<file path="src/rtl/pc_fetch_unit.sv">
// pc_fetch_unit: program counter plus a single-outstanding instruction fetch sequencer.
// Presents {instr, pc, valid} to IF/ID and discards responses made stale by a redirect.
module pc_fetch_unit #(
    parameter logic [31:0] RESET_VECTOR = 32'h0000_0000,
    parameter logic [31:0] EXC_VECTOR   = 32'h0000_0180
) (
    input  logic        clk,
    input  logic        rst,
    input  logic [31:0] inPCPlus4,
    output logic [31:0] outPC,
    input  logic        inException,
    input  logic        inBranchTaken,
    input  logic [31:0] inBranchTarget,
    input  logic        inJump,
    input  logic [31:0] inJumpTarget,
    input  logic        inStall,
    output logic        outImemReq,
    output logic [31:0] outImemAddr,
    input  logic        inImemAck,
    input  logic [31:0] inImemData,
    output logic [31:0] outInstr,
    output logic [31:0] outInstrPC,
    output logic        outInstrValid,
    output logic        outFetchFault,
    output logic [31:0] outFaultAddr
);

    typedef enum logic [1:0] {
        ST_IDLE,
        ST_FETCH,
        ST_WAIT,
        ST_HOLD
    } state_t;

    state_t      state, state_next;
    logic [31:0] pc, pc_next;
    logic [31:0] req_addr, req_addr_next;
    logic        squash, squash_next;
    logic [31:0] instr, instr_next;
    logic [31:0] instr_pc, instr_pc_next;
    logic        instr_valid, instr_valid_next;
    logic [31:0] buf_data, buf_data_next;
    logic [31:0] buf_pc, buf_pc_next;
    logic        fetch_fault, fetch_fault_next;
    logic [31:0] fault_addr, fault_addr_next;

    logic        redirect;
    logic        misaligned;
    logic [31:0] raw_target;
    logic [31:0] redirect_pc;
    logic        slot_free;
    logic        req;

    // Redirect source selection; a misaligned branch/jump target is replaced by the exception vector.
    always_comb begin
        redirect   = inException | inBranchTaken | inJump;
        raw_target = EXC_VECTOR;
        if (inException) begin
            raw_target = EXC_VECTOR;
        end else if (inBranchTaken) begin
            raw_target = inBranchTarget;
        end else if (inJump) begin
            raw_target = inJumpTarget;
        end
        misaligned  = !inException && (inBranchTaken || inJump) && (raw_target[1:0] != 2'b00);
        redirect_pc = misaligned ? EXC_VECTOR : raw_target;
    end

    // No new request is launched in a redirect cycle, so the address never changes under a pending request.
    always_comb begin
        slot_free = !instr_valid || !inStall;
        req       = 1'b0;
        case (state)
            ST_FETCH: req = slot_free && !redirect;
            ST_WAIT:  req = 1'b1;
            default:  req = 1'b0;
        endcase
    end

    always_comb begin
        state_next       = state;
        pc_next          = pc;
        req_addr_next    = req_addr;
        squash_next      = squash;
        instr_next       = instr;
        instr_pc_next    = instr_pc;
        instr_valid_next = inStall ? instr_valid : 1'b0;
        buf_data_next    = buf_data;
        buf_pc_next      = buf_pc;
        fetch_fault_next = 1'b0;
        fault_addr_next  = fault_addr;

        if (redirect) begin
            pc_next          = redirect_pc;
            instr_valid_next = 1'b0;
            if (misaligned) begin
                fetch_fault_next = 1'b1;
                fault_addr_next  = raw_target;
            end
            // A request already on the bus must complete; its data is dropped via squash.
            if (state == ST_WAIT && !inImemAck) begin
                squash_next = 1'b1;
            end else begin
                squash_next = 1'b0;
                state_next  = ST_FETCH;
            end
        end else begin
            case (state)
                ST_IDLE: begin
                    state_next = ST_FETCH;
                end
                ST_FETCH: begin
                    if (req) begin
                        if (inImemAck) begin
                            instr_next       = inImemData;
                            instr_pc_next    = pc;
                            instr_valid_next = 1'b1;
                            pc_next          = inPCPlus4;
                        end else begin
                            req_addr_next = pc;
                            state_next    = ST_WAIT;
                        end
                    end
                end
                ST_WAIT: begin
                    if (inImemAck) begin
                        if (squash) begin
                            squash_next = 1'b0;
                            state_next  = ST_FETCH;
                        end else if (slot_free) begin
                            instr_next       = inImemData;
                            instr_pc_next    = pc;
                            instr_valid_next = 1'b1;
                            pc_next          = inPCPlus4;
                            state_next       = ST_FETCH;
                        end else begin
                            buf_data_next = inImemData;
                            buf_pc_next   = pc;
                            pc_next       = inPCPlus4;
                            state_next    = ST_HOLD;
                        end
                    end
                end
                ST_HOLD: begin
                    if (!inStall) begin
                        instr_next       = buf_data;
                        instr_pc_next    = buf_pc;
                        instr_valid_next = 1'b1;
                        state_next       = ST_FETCH;
                    end
                end
                default: begin
                    state_next = ST_IDLE;
                end
            endcase
        end
    end

    always_ff @(posedge clk) begin
        if (rst) begin
            state       <= ST_IDLE;
            pc          <= RESET_VECTOR;
            req_addr    <= RESET_VECTOR;
            squash      <= 1'b0;
            instr       <= 32'h0;
            instr_pc    <= 32'h0;
            instr_valid <= 1'b0;
            buf_data    <= 32'h0;
            buf_pc      <= 32'h0;
            fetch_fault <= 1'b0;
            fault_addr  <= 32'h0;
        end else begin
            state       <= state_next;
            pc          <= pc_next;
            req_addr    <= req_addr_next;
            squash      <= squash_next;
            instr       <= instr_next;
            instr_pc    <= instr_pc_next;
            instr_valid <= instr_valid_next;
            buf_data    <= buf_data_next;
            buf_pc      <= buf_pc_next;
            fetch_fault <= fetch_fault_next;
            fault_addr  <= fault_addr_next;
        end
    end

    assign outPC         = pc;
    assign outImemReq    = req;
    assign outImemAddr   = (state == ST_WAIT) ? req_addr : pc;
    assign outInstr      = instr;
    assign outInstrPC    = instr_pc;
    assign outInstrValid = instr_valid;
    assign outFetchFault = fetch_fault;
    assign outFaultAddr  = fault_addr;

endmodule

</file>
<file path="config.mk">
export PLATFORM = sky130hd
export DESIGN_NAME = pc_fetch_unit
export DESIGN_NICKNAME = d
export VERILOG_FILES = /design/src/rtl/pc_fetch_unit.sv
export SDC_FILE = /design/constraint.sdc
export NUM_CORES = 1
export LEC_CHECK = 0
export BUFFER_PORTS_ARGS = -buffer_cell sky130_fd_sc_hd__buf_2
export CAP_MARGIN = 40
export CORE_UTILIZATION = 30
export DETAILED_ROUTE_END_ITERATION = 7
export GPL_TIMING_DRIVEN = 0
export PLACE_DENSITY = 0.51
export SLEW_MARGIN = 40
export SYNTH_ARGS = -nofsm -noshare
export SYNTH_HDL_FRONTEND = slang
export SYNTH_SLANG_ARGS = --single-unit
</file>
<file path="constraint.sdc">
create_clock -name clk -period 4.7 [get_ports clk]
set_input_delay 0.705 -clock clk [delete_from_list [all_inputs] [get_ports clk]]
set_output_delay 0.705 -clock clk [all_outputs]
set_load 0.02 [all_outputs]
</file>
==> flow_metrics.env <==
export IMPL_worstPathArrival_ps=2750
export IMPL_antenna_found_initial=0
export IMPL_ys_ff_latch=229
export IMPL_postCtsHoldBufs=0
export IMPL_syn_avg_cell_area_um2=8.626
export IMPL_finalCritPeriodShare_pct=73.58
export IMPL_maxCapViolCount=0
export IMPL_drc=0
export IMPL_hold_path_class="in -> reg"
export IMPL_met3_length_um=2676
export IMPL_cts_resized=0
export IMPL_diodes=0
export IMPL_synth_warnings=0
export IMPL_fin_skew_ps=9.881
export IMPL_p_leak_uw=0.005168
export IMPL_syn_instance_count=1175
export IMPL_first_iter_violations=448
export IMPL_insertion_delay_ps=530
export IMPL_holdWs_ps=423.7
export IMPL_syn_area_um2=10140
export IMPL_routed_via_density=5.007
export IMPL_slowest_stage="buf_1"
export IMPL_slew_headroom_pct=45.56
export IMPL_fillers=3514
export IMPL_core_area_um2=32870
export IMPL_synthesis_nets=1315
export IMPL_slew_violations=0
export IMPL_cts_buffers=27
export IMPL_grt_use_total_pct=20.46
export IMPL_wire_per_inst_um=18.63
export IMPL_root_buffer="clkbuf_16"
export IMPL_num_nets_final=1640
export IMPL_cp_top_family="buffers and inverters"
export IMPL_grt_max_degree=13
export IMPL_synth_distinct_cells=44
export IMPL_crit_chain="inv_1, ha_1, buf_2, buf_1, mux2_2, buf_2"
export IMPL_gp_congestion=0.8528
export IMPL_io_pins=298
export IMPL_timing_fmax_mhz=289.1
export IMPL_htree_levels=1
export IMPL_syn2layout_area_growth_pct=28.74
export IMPL_worst_path_buf_inv=4
export IMPL_die_height_um=185.8
export IMPL_grt_pass1_wl_um=53960
export IMPL_highest_layer="met4"
export IMPL_seqCellArea_um2=4584
export IMPL_grt_pass1_vias=9338
export IMPL_grt_overflow_total=0
export IMPL_ant_nets=0
export IMPL_async_reset_ff_share_pct=0
export IMPL_start_kind="flip-flop"
export IMPL_slowest_delay_ps=580
export IMPL_fin_setup_tns_ps=0
export IMPL_cts_tree="done"
export IMPL_crit_fanout=10
export IMPL_tightest_slew_ps=816.6
export IMPL_setup_viol=0
export IMPL_io_buffers=295
export IMPL_core_rowCount=66
export IMPL_power_density_nw_per_um2=352.0
export IMPL_clock_sinks=229
export IMPL_drive_gt1_share_pct=27.78
export IMPL_synth_edf_count=0
export IMPL_initial_utilization_pct=30.84
export IMPL_status="completed"
export IMPL_yosysSeqAreaShare_pct=45.23
export IMPL_critPathKind="reg -> out"
export IMPL_die_w_um=185.8
export IMPL_clkTransAtPathRegs_ps=60
export IMPL_wl_met1_um=16030
export IMPL_rsz0062_at_grt="no"
export IMPL_period_needed_ps=3458
export IMPL_hold_violations=0
export IMPL_ir_drop_mv=0.2370
export IMPL_drt_total_wl_um=36540
export IMPL_multi_input_area_um2=4980
export IMPL_ys_flop_type="dfxtp_1"
export IMPL_num_vias=9818
export IMPL_fp_dieArea_um2=34530
export IMPL_cp_end_kind="output pin"
export IMPL_dp_hpwl_um=27490
export IMPL_clockBufferDepth=3
export IMPL_post_cts_setup_buffer_count=0
export IMPL_crit_top_cell="buf_2"
export IMPL_dr_pass1_iters=5
export IMPL_wl_met2_um=16870
export IMPL_cp_required_ps=3990
kinds of logic (layout without fill, tap and decap cells):
kind of cell / after synthesis / after routing / synth area share [%]
AOI/OAI and AO/OA: 348 / 348 / 22.01
adders and majority gates: 5 / 5 / 0.6172
buffers and inverters: 124 / 468 / 5.691
DFF: 229 / 229 / 45.23
muxes: 124 / 124 / 12.62
and+or+nand+nor: 345 / 345 / 13.84
registers in the layout, summed over array words and instances, names as in the netlist, 2 cells and up:
signal	flops
buf_data	32
state	2
req_addr	32
outInstrPC	32
outInstr	32
outPC	32
buf_pc	32
outFaultAddr	32
per-layer routing:
layer / up-vias / global-route usage [%]
met1: 4595 / 26.00
met2: 315 / 34.13
met4: 0 / 6.459
li1: 4856 / -
met3: 52 / 4.617
met5: - / 0
power breakdown:
group / leakage [uW] / switching, uW / internal (uW)
clock network: 0.000415 / 822 / 1220
registers: 0.00185 / 52.0 / 1990
logic: 0.00290 / 329 / 181
worst min-delay path, cell delays in order:
cell	delay [ps]
buf_2	100
nand2_1	50
a21oi_1	50
cell usage after synthesis, types with 2 or more instances:
| master | count | area share, % |
|---|---|---|
| o32ai_1 | 2 | 0.17 |
| nand2b_1 | 4 | 0.25 |
| nand3b_1 | 2 | 0.15 |
| inv_1 | 6 | 0.22 |
| mux2_2 | 30 | 3.3 |
| mux2i_1 | 94 | 9.3 |
| a211oi_1 | 68 | 5.0 |
| a22oi_1 | 28 | 2.1 |
| a31oi_1 | 66 | 4.1 |
| or4_1 | 2 | 0.15 |
| nand4_1 | 2 | 0.12 |
| nor2_1 | 58 | 2.1 |
| buf_4 | 6 | 0.44 |
| buf_6 | 6 | 0.67 |
| ha_1 | 5 | 0.62 |
| a21o_1 | 5 | 0.37 |
| a21oi_1 | 105 | 5.2 |
| buf_1 | 2 | 0.074 |
| clkbuf_1 | 69 | 2.6 |
| o21ai_0 | 33 | 1.6 |
| o211ai_1 | 2 | 0.15 |
| and3_1 | 3 | 0.19 |
| a221oi_1 | 30 | 2.6 |
| a21boi_0 | 2 | 0.15 |
| nor4_4 | 2 | 0.42 |
| buf_2 | 35 | 1.7 |
| nand2_1 | 260 | 9.6 |
| nand3_1 | 3 | 0.15 |
| nor3_1 | 2 | 0.099 |
| dfxtp_1 | 229 | 45 |
cell type report:
type                       count  area share (%)
tap                          442           4.238
sequential                   229           35.13
timing repair buffer         296           11.40
clock buffer                  42           6.146
buffer                       118           4.267
inverter                       6          0.1726
clock inverter                 6          0.4794
multi-input combinational    822           38.16
final timing paths:
path                             startpoint                         to  slack (ps)  depth (start not counted)
hold / removal               inImemData[29]  buf_data[29]$_SDFFE_PP0P_         420                          3
hold reg to reg   req_addr[26]$_SDFFE_PP0P_  req_addr[26]$_SDFFE_PP0P_         450                          2
setup / recovery      state[0]$_SDFFE_PP0P_             outImemAddr[9]        1240                          6
setup reg to reg      state[0]$_SDFFE_PP0P_  outInstr[19]$_SDFFE_PP0P_        1800                          9
metrics by stage:
stage               power [uW]  instance area [um2]  std cells  utilization [%]  worst slack, ps
global route              4791                13050       1961            39.70             1113
global placement          2593                12170       1912            37.01             1058
CTS                       4662                13050       1961            39.70             1198
floorplan                 2360                10140       1175                -             1781
finish                    4593                13050       1961            39.70             1242
detailed placement        2595                12180       1913            37.07             1404
layout by cell type, fill, tap and decap left out, drive strengths merged, types with 2 or more instances in the layout:
| cell | Yosys | final |
|---|---|---|
| a211oi | 68 | 68 |
| a21boi | 2 | 2 |
| a21o | 5 | 5 |
| a21oi | 105 | 105 |
| a221oi | 30 | 30 |
| a22oi | 28 | 28 |
| a31oi | 66 | 66 |
| and3 | 3 | 3 |
| buf | 49 | 345 |
| clkbuf | 69 | 111 |
| clkinv | 0 | 2 |
| clkinvlp | 0 | 3 |
| dfxtp | 229 | 229 |
| ha | 5 | 5 |
| inv | 6 | 6 |
| mux2 | 30 | 30 |
| mux2i | 94 | 94 |
| nand2 | 260 | 260 |
| nand2b | 4 | 4 |
| nand3 | 3 | 3 |
| nand3b | 2 | 2 |
| nand4 | 2 | 2 |
| nor2 | 58 | 58 |
| nor3 | 2 | 2 |
| nor4 | 2 | 2 |
| o211ai | 2 | 2 |
| o21ai | 33 | 33 |
| o32ai | 2 | 2 |
| or4 | 2 | 2 |
Power figures use the tool's default switching activity.
